## config.mk

```make
export PLATFORM = sky130hd
export DESIGN_NAME = mul_arbiter_flat
export DESIGN_NICKNAME = d
export VERILOG_FILES = /design/src/rtl/mul_pkg.sv /design/src/rtl/mul_arbiter_if.sv /design/src/rtl/mul_arbiter_rr_picker.sv /design/src/rtl/mul_arbiter.sv /design/src/flat_wrapper.sv
export SDC_FILE = /design/constraint.sdc
export NUM_CORES = 1
export LEC_CHECK = 0
export ABC_CLOCK_PERIOD_IN_PS = 3700
export CORE_UTILIZATION = 46
export DETAILED_ROUTE_END_ITERATION = 12
export PLACE_DENSITY = 0.82
export SYNTH_ARGS = -nofsm -noshare
export SYNTH_HDL_FRONTEND = slang
export SYNTH_HIERARCHICAL = 1
export SYNTH_SLANG_ARGS = --single-unit
```

## constraint.sdc

```tcl
create_clock -name clk -period 3.7 [get_ports clk]
set_input_delay 0.925 -clock clk [delete_from_list [all_inputs] [get_ports clk]]
set_output_delay 0.925 -clock clk [all_outputs]
set_load 0.005 [all_outputs]
```

## src/rtl/mul_pkg.sv

```systemverilog
// Shared definitions for the Booth multiplier slice: state encoding, default
// operand width and an index-width helper.
package mul_pkg;

    localparam int DEFAULT_SIZE = 4;

    typedef enum logic [1:0] {
        IDLE  = 2'd0,
        START = 2'd1,
        RUN   = 2'd2,
        DONE  = 2'd3
    } state_t;

    // Width of an index into n entries; a single entry still needs one bit.
    function automatic int idx_width(input int n);
        return (n > 1) ? $clog2(n) : 1;
    endfunction

endpackage

```

## src/rtl/mul_arbiter_if.sv

```systemverilog
// Requester bus and multiplier link of the shared-multiplier arbiter.
interface mul_arbiter_if
    import mul_pkg::*;
#(
    parameter int SIZE = DEFAULT_SIZE,
    parameter int NREQ = 4
);
    logic [NREQ-1:0]      req;
    logic [NREQ*SIZE-1:0] op_a;
    logic [NREQ*SIZE-1:0] op_b;
    logic [NREQ-1:0]      gnt;
    logic [NREQ-1:0]      done;
    logic                 err;
    logic [2*SIZE-1:0]    result;
    logic                 busy;
    logic                 mul_start;
    logic [SIZE-1:0]      mul_a;
    logic [SIZE-1:0]      mul_b;
    logic                 mul_fin;
    logic [2*SIZE-1:0]    mul_p;

    modport slave (
        input  req, op_a, op_b, mul_fin, mul_p,
        output gnt, done, err, result, busy, mul_start, mul_a, mul_b
    );

    modport master (
        output req, op_a, op_b, mul_fin, mul_p,
        input  gnt, done, err, result, busy, mul_start, mul_a, mul_b
    );
endinterface

```

## src/rtl/mul_arbiter_rr_picker.sv

```systemverilog
// Combinational round-robin picker: first set request scanning from ptr upward,
// wrapping modulo NREQ.
module rr_picker
    import mul_pkg::*;
#(
    parameter int NREQ = 4,
    parameter int IW   = idx_width(NREQ)
) (
    input  logic [NREQ-1:0] req,
    input  logic [IW-1:0]   ptr,
    output logic [NREQ-1:0] pick,
    output logic [IW-1:0]   idx
);
    logic found;
    int   j;

    always_comb begin
        // NOTE: every output gets a default before the loop so no path leaves it unassigned (no latch).
        pick  = '0;
        idx   = '0;
        found = 1'b0;
        j     = 0;
        for (int k = 0; k < NREQ; k++) begin
            j = int'(ptr) + k;
            if (j >= NREQ) j = j - NREQ;
            if (!found && req[j]) begin
                found   = 1'b1;
                pick[j] = 1'b1;
                idx     = IW'(j);
            end
        end
    end
endmodule

```

## src/rtl/mul_arbiter.sv

```systemverilog
// Round-robin front end that shares one Booth multiplier between NREQ requesters,
// with a watchdog that aborts an operation whose Fin never comes.
module mul_arbiter
    import mul_pkg::*;
#(
    parameter int SIZE    = DEFAULT_SIZE,
    parameter int NREQ    = 4,
    parameter int TIMEOUT = 2*SIZE + 4
) (
    input  logic          clk,
    input  logic          reset,
    mul_arbiter_if.slave  bus
);
    localparam int IW = idx_width(NREQ);
    localparam int CW = $clog2(TIMEOUT + 1);

    state_t          state;
    logic [IW-1:0]   ptr;
    logic [IW-1:0]   idx;
    logic [IW-1:0]   pick_idx;
    logic [NREQ-1:0] pick;
    logic [CW-1:0]   count;

    rr_picker #(.NREQ(NREQ), .IW(IW)) u_picker (
        .req  (bus.req),
        .ptr  (ptr),
        .pick (pick),
        .idx  (pick_idx)
    );

    // NOTE: sequential state uses non-blocking assignments; reset is synchronous, sampled on the clock edge.
    always_ff @(posedge clk) begin
        if (!reset) begin
            state         <= IDLE;
            ptr           <= '0;
            idx           <= '0;
            count         <= '0;
            bus.gnt       <= '0;
            bus.done      <= '0;
            bus.err       <= 1'b0;
            bus.result    <= '0;
            bus.busy      <= 1'b0;
            bus.mul_start <= 1'b0;
            bus.mul_a     <= '0;
            bus.mul_b     <= '0;
        end else begin
            case (state)
                IDLE: begin
                    if (|bus.req) begin
                        idx           <= pick_idx;
                        bus.gnt       <= pick;
                        bus.mul_a     <= bus.op_a[pick_idx*SIZE +: SIZE];
                        bus.mul_b     <= bus.op_b[pick_idx*SIZE +: SIZE];
                        bus.mul_start <= 1'b1;
                        bus.busy      <= 1'b1;
                        state         <= START;
                    end
                end
                // Fin seen here is left over from the previous operation.
                START: begin
                    bus.mul_start <= 1'b0;
                    count         <= '0;
                    state         <= RUN;
                end
                RUN: begin
                    count <= count + 1'b1;
                    if (bus.mul_fin) begin
                        bus.result <= bus.mul_p;
                        bus.done   <= bus.gnt;
                        state      <= DONE;
                    end else if (count == CW'(TIMEOUT - 1)) begin
                        bus.result <= '0;
                        bus.err    <= 1'b1;
                        bus.done   <= bus.gnt;
                        state      <= DONE;
                    end
                end
                DONE: begin
                    bus.gnt  <= '0;
                    bus.done <= '0;
                    bus.err  <= 1'b0;
                    bus.busy <= 1'b0;
                    ptr      <= (int'(idx) == NREQ - 1) ? '0 : idx + 1'b1;
                    state    <= IDLE;
                end
                default: state <= IDLE;
            endcase
        end
    end
endmodule

```

## src/flat_wrapper.sv

```systemverilog
// flat-port wrapper written by rule: the top's interface ports become plain ports
module mul_arbiter_flat import mul_pkg::*;
#(
    parameter int SIZE    = DEFAULT_SIZE,
    parameter int NREQ    = 4,
    parameter int TIMEOUT = 2*SIZE + 4
)
  (clk, reset, bus_req, bus_op_a, bus_op_b, bus_mul_fin, bus_mul_p, bus_gnt, bus_done, bus_err, bus_result, bus_busy, bus_mul_start, bus_mul_a, bus_mul_b);
  mul_arbiter_if #(.SIZE(SIZE), .NREQ(NREQ)) bus_i ();
  input  logic clk;
  input  logic reset;
  input wire logic [$bits(bus_i.req)-1:0] bus_req;
  input wire logic [$bits(bus_i.op_a)-1:0] bus_op_a;
  input wire logic [$bits(bus_i.op_b)-1:0] bus_op_b;
  input wire logic [$bits(bus_i.mul_fin)-1:0] bus_mul_fin;
  input wire logic [$bits(bus_i.mul_p)-1:0] bus_mul_p;
  output wire logic [$bits(bus_i.gnt)-1:0] bus_gnt;
  output wire logic [$bits(bus_i.done)-1:0] bus_done;
  output wire logic [$bits(bus_i.err)-1:0] bus_err;
  output wire logic [$bits(bus_i.result)-1:0] bus_result;
  output wire logic [$bits(bus_i.busy)-1:0] bus_busy;
  output wire logic [$bits(bus_i.mul_start)-1:0] bus_mul_start;
  output wire logic [$bits(bus_i.mul_a)-1:0] bus_mul_a;
  output wire logic [$bits(bus_i.mul_b)-1:0] bus_mul_b;
  assign bus_i.req = bus_req;
  assign bus_i.op_a = bus_op_a;
  assign bus_i.op_b = bus_op_b;
  assign bus_i.mul_fin = bus_mul_fin;
  assign bus_i.mul_p = bus_mul_p;
  assign bus_gnt = bus_i.gnt;
  assign bus_done = bus_i.done;
  assign bus_err = bus_i.err;
  assign bus_result = bus_i.result;
  assign bus_busy = bus_i.busy;
  assign bus_mul_start = bus_i.mul_start;
  assign bus_mul_a = bus_i.mul_a;
  assign bus_mul_b = bus_i.mul_b;
  mul_arbiter #(.SIZE(SIZE), .NREQ(NREQ), .TIMEOUT(TIMEOUT)) u_core (.clk(clk), .reset(reset), .bus(bus_i));
endmodule
```

==> results by stage, run 1 <==
Power and ir drop:
- The power density over cell area is 502.0 nW/um^2.
- The largest vdd supply drop is 0.0002620 V.
- Internal power comes to 1.023 mW.
- Of the total power, the clock network draws 0.169.
- The net switching power of the design is 572.7 uW.
- The share of total power dissipated in sequential elements is 0.341.
- In this run the static leakage power is 1.152 nW.
- The share of total power dissipated in combinational logic is 0.489.
- The fraction of power spent switching nets is 0.3588.
- Total power for the finished layout comes to 1.596 mW.

Floorplan:
- For this configuration, the core starts out at a cell density of 0.4789.
- The overall die height is 72.36 um.
- In this run the standard cell core region covers 4755 um^2.
- Row generation in the floorplan step produced 25 rows.
- The die covers 5236 um^2.
- The die extent in x is 72.36 um.
- 74 I/O pins were placed.

GRT:
- The via count of the first global-routing pass is 1928.
- In the global route stage, overall resource usage came out at 0.2135.
- The pin count of the biggest net entering global routing is 21.
- Global routing finished with a remaining overflow of 0.
- The number of antenna violations at the first check in global routing is 0.
- The first global-routing pass estimated 8783 um of wire.

Clock network:
- The clock slew seen by the registers of the worst setup and hold paths is 0.07 ns.
- The post-CTS setup repair buffer count is 0.
- The buffer cell driving the clock tree root is clkbuf_8.
- The CTS sink count is 37.
- The maximum clock path buffer count is 2.
- The CTS tree is done.
- Once the clock tree was built, the resizer swapped 0 gates to a different size.
- The hold buffer count at cts is 0.
- For the worst-skew pair, the clock arrives at the later sink with an insertion delay of 0.29 ns.
- The number of H-tree branching levels is 2.
- TritonCTS created 5 clock buffers.

Outcome:
- The flow ran to the end, and the final reports show no timing, DRC or antenna violations.

Setup path:
- For the worst setup path, the data arrival time is 3.28 ns.
- By startpoint and endpoint, the worst setup path is classified as input pin to flip-flop.
- Along the worst path, the maximum fanout reaches 9.
- The startpoint type of the worst setup path is an input pin.
- The required time reported for the critical path endpoint is 3.85 ns.
- The kind of end point of the critical path is a flip-flop.

Timing:
- Of the available clock period, the critical path in the final layout requires 0.8458.
- Clock skew on the completed layout was measured at 0.005051 ns.
- The final critical path time including I/O delays and setup is 3.129 ns.
- The headroom to the max-slew limit is 0.5178.
- The total negative slack for setup checks is 0 ns.
- Derived from the worst setup path, the maximum achievable clock frequency is 0.3195 GHz.
- For the pin with the worst max-slew slack, the measured transition is 0.7234 ns.
- The count of final setup violators is 0.
- The final number of max-transition violations is 0.
- Setup repair after global routing left no endpoint under its margin.
- The number of hold violations in the final report is 0.

Logic synthesis:
- After synthesis, the share of flip-flops with an asynchronous set or reset is 0.
- The number of synthesized register bits is 37.
- The net count after synthesis is 289.
- The sequential cell area fraction in the yosys report is 0.3253.
- Ranked by instance count, the synthesized netlist is headed by dfxtp_1, nand2_1, ha_1.
- The cell type with the largest total area after synthesis is dfxtp_1.
- The fraction of post-synthesis cell area in the top cell type by area is 0.3253.
- Counting flops with a built-in enable in the synthesized netlist gives 0.
- Sorting the synthesized cells by area gives the leading types as dfxtp_1, mux4_2, ha_1.
- The synthesized instance count is 226.
- The distinct cell type count of the synthesized netlist is 53.
- After synthesis, the mean cell area works out to 10.08 um^2.
- The total number of yosys warnings is 6.
- The most frequent cell after synthesis is dfxtp_1.
- The post-synth design cell area is 2277 um^2.
- The most frequently used flop master after synthesis is dfxtp_1.

Layout:
- The repair_antennas step left the layout with diodes totalling 0.
- The layout cell share with drive strength beyond 1 is 0.1217.
- The final cell count without fillers is 371.
- In the final design database the tool counted 366 nets.
- The area growth from synthesis to layout is 39.62%.

Routing:
- Wires add up to 5346 um.
- The antenna violation net count after detailed routing is 0.
- For this block, the initial DRC count from the detailed router was 140.
- In the routed layout, each cell is associated on average with a via count of 5.690.
- Dividing the detail-routed wire length by the instance count gives 14.41 um.
- Detailed routing inserted a total of 2111 vias.
- Before antenna repair, the detailed router went through 4 iterations.
- The number of DRC violations after detailed routing is 0.

Run:
- Across the run, the number of max-cap violations was 0.

Placed design:
- Once detailed placement completed, the half-perimeter wirelength came to 4056 um.
- The congestion estimate from routability-driven global placement came to 0.8650.
- The count of buffers added on input and output ports is 73.
- The number of placed instances with taps included is 363.

Hold path:
- In this run the worst hold path is classified as flip-flop to flip-flop.
[final timing paths]
kind                                                 startpoint                          endpoint  slack, ns  cells after the start
worst max-delay path                                 bus_req[1]  u_core/bus.mul_b[3]$_SDFFE_PN0P_       0.57                      9
worst min-delay path            u_core/bus.done[0]$_SDFFE_PN0P_   u_core/bus.done[0]$_SDFFE_PN0P_       0.46                      2
worst max register to register       u_core/ptr[1]$_SDFFE_PN0P_  u_core/bus.mul_b[3]$_SDFFE_PN0P_       1.04                     10
worst min register to register  u_core/bus.done[0]$_SDFFE_PN0P_   u_core/bus.done[0]$_SDFFE_PN0P_       0.46                      2
[area by class of cell]
cell class / instances / area, um^2
timing repair buffer: 84 / 813.3
tap: 67 / 83.83
multi-input combinational: 166 / 1425
clock buffer: 6 / 72.57
fill: 384 / 1575
clock inverter: 2 / 10.01
sequential: 37 / 740.7
inverter: 9 / 33.78
[metrics by stage]
stage	setup slack, ns	util	instance area [um^2]	hold WS (ns)
finish	0.5706	0.6687	3179	0.4620
global route	0.4830	0.6687	3179	0.4804
CTS	0.5727	0.6687	3179	0.4654
detailed placement	0.2652	0.6513	3097	0.4559
global placement	0.3575	0.6513	3097	0.4487
floorplan	0.6733	-	2277	0.4525
[worst max-delay path, cell delays in order]
cell and delay [ns]:
clkdlybuf4s50_1 0.52, mux4_2 0.55, nand2b_4 0.17, nor3_4 0.27
inv_2 0.05, o22ai_1 0.15, buf_4 0.20, mux4_2 0.31
o2bb2ai_1 0.14
[kinds of logic (layout without fill, tap and decap cells)]
| family | after synthesis | after routing | synth area share |
|---|---|---|---|
| AOI/OAI and AO/OA | 67 | 67 | 0.2176 |
| and+or+nand+nor | 64 | 64 | 0.1670 |
| DFF | 37 | 37 | 0.3253 |
| buffers and inverters | 23 | 101 | 0.05110 |
| muxes | 19 | 19 | 0.1511 |
| adders and majority gates | 16 | 16 | 0.08791 |
[cell usage in the layout (no fill, tap or decap), types with 2 or more instances in the layout]
| cell | instances |
|---|---|
| a21oi_1 | 9 |
| a22oi_1 | 8 |
| a32o_1 | 9 |
| and3_1 | 3 |
| buf_4 | 11 |
| clkbuf_8 | 5 |
| clkdlybuf4s50_1 | 73 |
| clkinv_2 | 2 |
| dfxtp_1 | 37 |
| ha_1 | 16 |
| inv_1 | 7 |
| mux2i_1 | 7 |
| mux4_2 | 11 |
| nand2_1 | 19 |
| nand2b_1 | 2 |
| nand3_1 | 11 |
| nand3b_1 | 2 |
| nand4_1 | 4 |
| nand4b_1 | 2 |
| nor2_1 | 6 |
| nor2b_1 | 3 |
| o211ai_1 | 8 |
| o21ai_0 | 5 |
| o21ai_1 | 7 |
| o2bb2ai_1 | 8 |
[registers in the layout (all words and copies together), names as in the netlist, 2 cells and up]
name / cells
u_core/bus.result: 8
u_core/bus.mul_a: 4
u_core/idx: 2
u_core/bus.done: 4
u_core/bus.mul_b: 4
u_core/state: 2
u_core/ptr: 2
u_core/bus.gnt: 4
u_core/count: 4
[power by group through the flow]
stage               registers [mW]  clock network [mW]  logic, mW
global placement             0.550                   0      0.756
floorplan                    0.554                   0      0.497
finish                       0.545               0.270      0.781
CTS                          0.545               0.278      0.780
detailed placement           0.553                   0      0.776
global route                 0.554               0.291      0.859
[per-layer routing]
metal	track usage	share of wire	up-vias	wire length (um)
met4	0.09150	0.0097	0	52
met1	0.2644	0.42	991	2266
met5	0	0	-	0
met3	0.05278	0.070	6	376
met2	0.3531	0.50	89	2650
li1	-	-	1025	-
(Power assumes the default switching activity.)
==> run 2, diff against run 1 <==
Settings changed: ABC_CLOCK_PERIOD_IN_PS 3700 to 2700, CORE_UTILIZATION 46 to 42, PLACE_DENSITY 0.82 to 0.79.
Clock period 3.7 ns to 2.7 ns, I/O delays scaled along.
==> results by stage, run 2 (synthesized netlist as in run 1, its figures left out) <==
Outcome:
- The run finished with clean final reports.

Power and ir drop:
- The leakage power is 1.258 nW (+9.2%).
- The largest vdd supply drop is 0.0003847 V (+47%).
- The power density over cell area was 710.1 nW/um^2 (+41%).
- The sum of internal, switching and leakage power is 2.392 mW (+50%).

Clock network:
- TritonCTS built the clock tree.
- The hold buffer count at cts is 0 (unchanged).
- The insertion delay to the later sink of the worst-skew pair is 0.29 ns (about the same).
- The CTS sink count is 37 (unchanged).
- The clock slew seen by the registers of the worst setup and hold paths came to 0.08 ns (about the same).
- The number of buffers inserted during clock tree synthesis is 5 (unchanged).
- The root buffer cell chosen for the clock tree is clkbuf_8.
- The maximum clock path buffer count was 2 (unchanged).
- The number of H-tree branching levels is 2 (unchanged).

Layout:
- The top cell types in the final layout, fill and taps aside, are clkdlybuf4s50_1, dfxtp_1, buf_4, nand2_1, ha_1.
- The register with the most flip-flops is u_core/bus.result.
- The total number of nets in the final design came to 381 (+4.1%).
- The total inserted antenna cells is 0 (unchanged).
- The layout cell share with drive strength beyond 1 is 0.1944 (+0.07265).
- The final-layout fill cell count is 411 (+7.0%).
- The final standard cell utilization of the core came to 0.6512 (-0.01750).
- The number of flip-flops in the largest register came to 8 (unchanged).
- Compared with the post-synthesis result, the final layout area differs by 47.91%.
- Leaving out fill and tap cells, the most frequent cell in the layout is clkdlybuf4s50_1.

Floorplan:
- The number of cell rows is 26 (+4.0%).
- The overall die height was 75.64 um (+4.5%).
- The area of the die is 5721 um^2 (+9.3%).
- The boundary pin count is 74 (unchanged).
- The core region area is 5172 um^2 (+8.8%).
- The initial standard-cell utilization of the core was 0.4403 (-0.03870).
- The die extent in x is 75.64 um (+4.5%).

Hold path:
- The depth of the worst hold-timing path is 2 (unchanged).
- The path type of the worst min-delay path is flip-flop to flip-flop.

Setup path:
- STA classifies the critical path startpoint as an input pin.
- The maximum fanout encountered on the critical timing path came to 5 (-4).
- The cell class contributing the biggest share of worst-path delay is multiplexers.
- The count of buffering cells on the critical path with inverters included is 3 (unchanged).
- The largest individual stage delay along the critical path comes from the cell mux4_2.
- The data arrival time of the worst path is 2.83 ns (-0.45 ns).
- STA classifies the critical path endpoint as a flip-flop.
- The category of the critical setup timing path is input pin to flip-flop.
- The signal on the critical path passes through clkdlybuf4s15_1 > mux4_2 > nor2_2 > nor2_2 > o31ai_2 > buf_4 > bufbuf_16 > mux4_2 > o2bb2ai_2.
- The depth of the critical timing path with buffers and inverters included is 9 (unchanged).
- The largest stage delay on the critical path is 0.51 ns (-0.04 ns).
- The number of cell instances on the worst register-to-register path came to 10 (unchanged).
- The required time reported for the critical path endpoint is 2.89 ns (-0.96 ns).

Routing:
- The number of design-rule violations left by the first detailed-router iteration is 75 (-46%).
- The number of vias in the routed layout came to 2184 (+3.5%).
- The antenna violation net count after detailed routing is 0 (unchanged).
- The total detailed-routing wirelength was 5718 um (+7.0%).
- The average routed wire per standard cell came to 14.70 um (+2.0%).
- The post-detailed-route via-to-cell ratio is 5.614 (-1.3%).
- The length of the first detailed-routing pass in iterations is 4 (unchanged).
- The number of DRC violations after detailed routing is 0 (unchanged).

Timing:
- The final number of max-transition violations was 0 (unchanged).
- The measured slew at the worst slew-check pin is 0.6113 ns (-0.1120 ns).
- Subtracting the final worst setup slack from the clock period gives 2.634 ns.
- The count of final setup violators is 0 (unchanged).
- The number of hold violations in the final report is 0 (unchanged).
- The clock skew after layout came to 0.009680 ns (+0.004630 ns).
- The headroom to the max-slew limit is 0.5897 (+0.07194).
- The portion of the clock cycle consumed by the worst path in the final layout is 0.9757.
- The maximum achievable frequency is 0.3796 GHz.

GRT:
- The via count of the first global-routing pass is 1990 (+3.2%).
- The pin count of the biggest net entering global routing came to 17 (-19%).
- The global-route congestion overflow total came to 0 (unchanged).
- The number of antenna violations at the first check in global routing was 0 (unchanged).
- The total track usage was 0.2100 (-0.003511).
- The wire length of the first global-routing pass is 9087 um (+3.5%).

Placed design:
- The half-perimeter wire length after placement came to 4313 um (+6.3%).
- The number of port buffers is 73 (unchanged).
- The weighted congestion at the end of routability-driven global placement is 0.8485 (-1.9%).

Run:
- The max capacitance violation total was 0 (unchanged).
-- run 2: final cells by class --
class	instances	area (um^2)	share of cell area
inverter	9	33.78	0.01003
sequential	37	748.2	0.2221
clock inverter	2	13.76	0.004086
multi-input combinational	166	1449	0.4302
clock buffer	6	82.58	0.02452
timing repair buffer	99	953.4	0.2831
tap	70	87.58	0.02600
-- run 2: through the flow --
step	cell area, um^2	hold slack [ns]	instances	TNS [ns]	setup WS [ns]
after global routing	3368	0.4856	389	-0.0001870	-0.0001870
after floorplan	2298	0.4525	226	0	0.04993
final	3368	0.4673	389	0	0.06558
after global placement	3203	0.4465	376	-2.520	-0.3060
after CTS	3342	0.4708	387	0	0.02781
after detailed placement	3203	0.4569	376	-2.867	-0.3599
-- run 2: worst min-delay path, delay by kind of cell (launching register included) --
family           cells  cell delay [ns]
flip-flops           1             0.31
AND/OR/NAND/NOR      1             0.06
AO/OA/AOI/OAI        1             0.05
-- run 2: worst paths after layout --
| kind | startpoint | endpoint | slack (ns) |
|---|---|---|---|
| worst min-delay path | u_core/bus.done[3]$_SDFFE_PN0P_ | u_core/bus.done[3]$_SDFFE_PN0P_ | 0.47 |
| worst max-delay path | bus_req[0] | u_core/bus.mul_b[3]$_SDFFE_PN0P_ | 0.07 |
| worst min register to register | u_core/bus.done[3]$_SDFFE_PN0P_ | u_core/bus.done[3]$_SDFFE_PN0P_ | 0.47 |
| worst max register to register | u_core/ptr[0]$_SDFFE_PN0P_ | u_core/bus.mul_b[3]$_SDFFE_PN0P_ | 0.10 |
-- run 2: where the power goes --
| part | leakage (nW) | switching [mW] | total (mW) | internal [mW] |
|---|---|---|---|---|
| Clock | 0.0512 | 0.203 | 0.410 | 0.207 |
| Combinational | 0.903 | 0.543 | 1.23 | 0.686 |
| Sequential | 0.303 | 0.0871 | 0.753 | 0.666 |
| Total | 1.26 | 0.833 | 2.39 | 1.56 |
-- run 2: layer usage --
metal	wire length, um	track usage	vias to the layer above
li1	-	-	1051
met1	2425	0.2600	1062
met3	335	0.06614	2
met2	2930	0.3631	69
met5	0	0	-
met4	27	0.03704	0
-- run 2: repair_timing --
item                                    CTS  global route
gates resized for setup                   5            11
pin swaps                                 2             3
buffers inserted                          2             2
endpoints found under the setup margin    8             7
gates cloned                              1             0
==> RTL edit 1: new RTL, flow settings as in run 2 <==
`NREQ` is set to 4 in 4 places; all go to 2.
--- a/src/rtl/mul_arbiter_if.sv
+++ b/src/rtl/mul_arbiter_if.sv
@@ -4,5 +4,5 @@
 #(
     parameter int SIZE = DEFAULT_SIZE,
-    parameter int NREQ = 4
+    parameter int NREQ = 2
 );
     logic [NREQ-1:0]      req;
--- a/src/rtl/mul_arbiter_rr_picker.sv
+++ b/src/rtl/mul_arbiter_rr_picker.sv
@@ -4,5 +4,5 @@
     import mul_pkg::*;
 #(
-    parameter int NREQ = 4,
+    parameter int NREQ = 2,
     parameter int IW   = idx_width(NREQ)
 ) (
--- a/src/rtl/mul_arbiter.sv
+++ b/src/rtl/mul_arbiter.sv
@@ -5,5 +5,5 @@
 #(
     parameter int SIZE    = DEFAULT_SIZE,
-    parameter int NREQ    = 4,
+    parameter int NREQ    = 2,
     parameter int TIMEOUT = 2*SIZE + 4
 ) (
--- a/src/flat_wrapper.sv
+++ b/src/flat_wrapper.sv
@@ -3,5 +3,5 @@
 #(
     parameter int SIZE    = DEFAULT_SIZE,
-    parameter int NREQ    = 4,
+    parameter int NREQ    = 2,
     parameter int TIMEOUT = 2*SIZE + 4
 )
Ports: changed (5 resized); port bits go from 74 to 52. No check against the original RTL was run, so the function may have changed too.
==> RTL edit 1 against run 2 <==
  * Routed wire length fell by 42%
  * Sequential cell count down 6
  * Total power fell by 31%
  * Final area fell by 39%
  * Worst setup slack gained 0.72 ns
  * Register-to-register slack better by 1.0 ns
  * Count of clock-buffer cells in the layout did not move
  * Synthesized area shrank 36%
  * Largest cell class unchanged
  * Highest routed layer unchanged
==> RTL edit 1: results (changes against run 2) <==
status=finished, final reports clean; worst skew pair latency=0.32 ns (+0.03 ns); Register-to-Register Setup Slack=1.11 ns (+1.01 ns); Yosys cell types=39 (-26%); Avg Inst Size Synth=9.724 sq um (-3.5%); Worst Path Arrival=1.24 ns (-1.59 ns); crit path capture=bus_gnt[0]; postcts setup bufs=0 (-2); Placer Congestion=0.8051 (-5.1%); CTS root buffer=clkbuf_4; Non-Clock Inverter Count=7 (-2); share of cells above drive strength 1=8.458% (-11 points); register area share after synthesis=42.83% (+10 points); vias per cell=5.290 (-5.8%); Internal Dissipation=1.104 mW (-29%); wire length per cell=13.64 um (-7.2%); gr usage total=19.39% (-1.6 points); FF-to-FF Start=u_core/state[0]$_SDFFE_PN0P_; PwrDens=795.7 nW/um^2 (+12%); pin count of the biggest net entering global routing=21 (+4); Iter 0 DRT Violations=47 (-37%); placed cells=237 (-37%); Worst-path clk slew=0.10 ns (+0.02 ns); hold endpoint=u_core/bus.done[1]$_SDFFE_PN0P_; Seq. cell area=620.6 sq um (-17%); worst r2r path cells=5 (-5); count of input and output buffers=51 (-30%); syn_nets=185 (-36%); Tmin final=1.912 ns (-0.7225 ns); clock share of power=23.0% (+5.9 points); CTS sink count=31 (-16%); FILL cells=274 (-33%); reg2reg end=u_core/bus.mul_b[1]$_SDFFE_PN0P_; P_comb=0.654 mW (-47%); CP delay by family, top=buffers and inverters; CORE AREA=3153 sq um (-39%); first-pass GRT wire length=5230 um (-42%); Static Leak=0.7647 nW (-39%); worst vdd ir=0.4521 mV (+18%); switching share of total power=32.78% (-2.1 points); dpl hpwl=2579 um (-40%); dpl ws=0.4922 ns (+0.8521 ns); top post-synthesis cells by count=dfxtp_1, nand2_1, nor2_1; cts repair resizes=0 (-5)
[RTL edit 1: cell count changes after synthesis, moves of 7 or more]
cell	run 2	this run
ha_1	16	7
o211ai_1	8	1
a22oi_1	8	0
nand2_1	19	12
nand3_1	11	2
o21ai_1	7	0
a211oi_1	0	8
mux4_2	11	0
o2bb2ai_1	8	0
[RTL edit 1: logic make-up (layout without fill, tap and decap cells)]
| family | after synthesis | count (layout) | synth area share [%] |
|---|---|---|---|
| buf+inv | 16 | 68 | 5.353 |
| flops | 31 | 31 | 42.83 |
| fa+ha+maj | 7 | 7 | 6.045 |
| compound gates | 45 | 45 | 23.49 |
| mux | 11 | 11 | 7.600 |
| simple gates | 39 | 39 | 14.68 |
[RTL edit 1: metal layers]
layer  GRT usage (%)  wire length, um  vias up
met5               0                0        -
met4           9.091               25        0
met3           4.691              122        4
met2           32.65             1730       23
met1           23.29             1465      617
li1                -                -      652
==> RTL edit 2: new RTL, flow settings as in run 2 <==
Without the edit above. Encoding of `state_t`: now Gray code (2 bits for 4 states).
--- a/src/rtl/mul_pkg.sv
+++ b/src/rtl/mul_pkg.sv
@@ -6,8 +6,8 @@
 
     typedef enum logic [1:0] {
-        IDLE  = 2'd0,
-        START = 2'd1,
-        RUN   = 2'd2,
-        DONE  = 2'd3
+        IDLE  = 2'b00,
+        START = 2'b01,
+        RUN   = 2'b11,
+        DONE  = 2'b10
     } state_t;
 
Behaviour: no difference found for any inputs over 10 cycles, from zero or initial values and one cycle with reset low; not proved beyond that.
==> RTL edit 2 against run 2 <==
  * Synthesized area fell by 8.1%
  * Core utilization fell by 0.25 points
  * Clock skew is 0.0062 ns lower
  * Synthesized cell count fell by 8.8%
  * Routed wire length fell by 4.4%
  * Worst setup slack improved by 0.076 ns
  * Sequential share of layout area rose by 1.9 points
  * Sequential cell count unchanged
  * Final area down 8.4%
Power is not compared: it rests on default switching activity, and its combinational part moved more than twofold at a synthesized area within 25%.
==> RTL edit 2: results (changes against run 2) <==
status=finished, final reports clean; vias per cell=5.450 (-2.9%); Worst-path clk slew=0.07 ns; worst vdd ir=0.1862 mV; met1 wire length=2214 um (-8.7%); metal2 WL=2849 um (-2.8%); wire length per cell=15.18 um (+3.3%); Largest register FFs=8 (unchanged); FILL cells=421 (+2.4%); Synth Register Bits=37 (unchanged); Non-Clock Inverter Count=6 (-3); cts repair resizes=7 (+2); Multi-In Gates=149 (-10%); Placer Congestion=0.8296 (-2.2%); reg2reg end=u_core/bus.mul_a[3]$_SDFFE_PN0P_; register area share after synthesis=35.39% (+2.9 points); Global Route met1 Usage=25.88% (-0.12 points); gr usage total=21.86% (+0.86 points); worst rel slew slack=60.10% (+1.1 points); syn_nets=263 (-9.0%); WHS=0.4610 ns (-0.006288 ns); Seq/total area=24.10% (+1.9 points); Worst Path Arrival=2.72 ns (-0.11 ns); vias in the first global route=1858 (-6.6%); met2 GRT Util=38.11% (+1.8 points); DR WL met3=262 um (-22%); proportion of final cell area spent on non-clock buffers=28.52% (+0.21 points); Setup Skew=0.003521 ns (-0.006159 ns); Adder-Cell Fraction of Synth Area=5.977% (-2.8 points); FF-to-FF Start=u_core/ptr[1]$_SDFFE_PN0P_; clk tree area frac=2.677% (-0.18 points); Yosys cell types=47 (-11%); compound-gate portion of the synthesized area=20.98% (-0.78 points); cells after synthesis=206 (-8.8%); GR Util met3=4.834% (-1.8 points); mux contribution to synthesized area=16.98% (+1.9 points); hold endpoint=u_core/bus.mul_a[0]$_SDFFE_PN0P_; HP Start=u_core/bus.mul_a[0]$_SDFFE_PN0P_; initial antenna violation count=0 (unchanged); Iter 0 DRT Violations=88 (+17%); multi-input combinational area share=41.26% (-1.8 points); pin count of the biggest net entering global routing=29 (+12); non-clock buffer count=93 (-6.1%); share of cells above drive strength 1=18.09% (-1.3 points); Area contributors post-synth=dfxtp_1, mux4_2, ha_1; top post-synthesis cells by count=dfxtp_1, nand2_1, nand3_1; postcts setup bufs=1 (-1); Register-to-Register Setup Slack=0.14 ns (+0.04 ns); slowest stage cell, crit path=mux4_2; clock buffers=6 (unchanged); Worst Path Max Fanout=7 (+2); first-pass GRT wire length=8804 um (-3.1%); Final #Nets=349 (-8.4%); dpl ws=-0.3459 ns (+0.01396 ns); count of input and output buffers=73 (unchanged); worst r2r path cells=9 (-1); dpl hpwl=4146 um (-3.9%); Non-Filler Instances=360 (-7.5%)
-- RTL edit 2: changes by cell type after synthesis, moves of 3 or more --
| cell | run 2 | this run |
|---|---|---|
| nand4_1 | 4 | 0 |
| ha_1 | 16 | 10 |
| o211ai_1 | 8 | 4 |
| nor2_1 | 6 | 9 |
-- RTL edit 2: kinds of logic (layout without fill, tap and decap cells) --
family,after synthesis,after routing
simple gates,58,58
fa+ha+maj,10,10
compound gates,61,61
mux,20,20
flops,37,37
buf+inv,20,107
-- RTL edit 2: worst max-delay path by stage --
| stage | slack, ns | startpoint | to |
|---|---|---|---|
| finish | 0.14 | u_core/ptr[1]$_SDFFE_PN0P_ | u_core/bus.mul_a[3]$_SDFFE_PN0P_ |
| global placement | -0.26 | bus_req[1] | u_core/bus.mul_a[2]$_SDFFE_PN0P_ |
| global route | 0.009 | u_core/ptr[1]$_SDFFE_PN0P_ | u_core/bus.mul_a[3]$_SDFFE_PN0P_ |
| floorplan | 0.05 | u_core/ptr[0]$_SDFFE_PN0P_ | u_core/bus.mul_a[2]$_SDFFE_PN0P_ |
| CTS | 0.07 | u_core/ptr[1]$_SDFFE_PN0P_ | u_core/bus.mul_b[2]$_SDFFE_PN0P_ |
| detailed placement | -0.35 | bus_req[1] | u_core/bus.mul_b[2]$_SDFFE_PN0P_ |
-- RTL edit 2: per-stage QoR --
step	power (mW)	instance area, sq um	setup TNS [ns]	util, %
floorplan	0.8342	2115	0	-
global placement	1.008	2992	-2.057	62.92
detailed placement	1.017	2992	-2.511	62.92
CTS	1.395	3084	0	64.87
global route	1.452	3084	0	64.87
finish	1.383	3084	0	64.87
-- RTL edit 2: worst min-delay path: stages (launching register included) --
cell	delay, ns
dfxtp_1	0.31
nand2_1	0.05
o2bb2ai_1	0.06
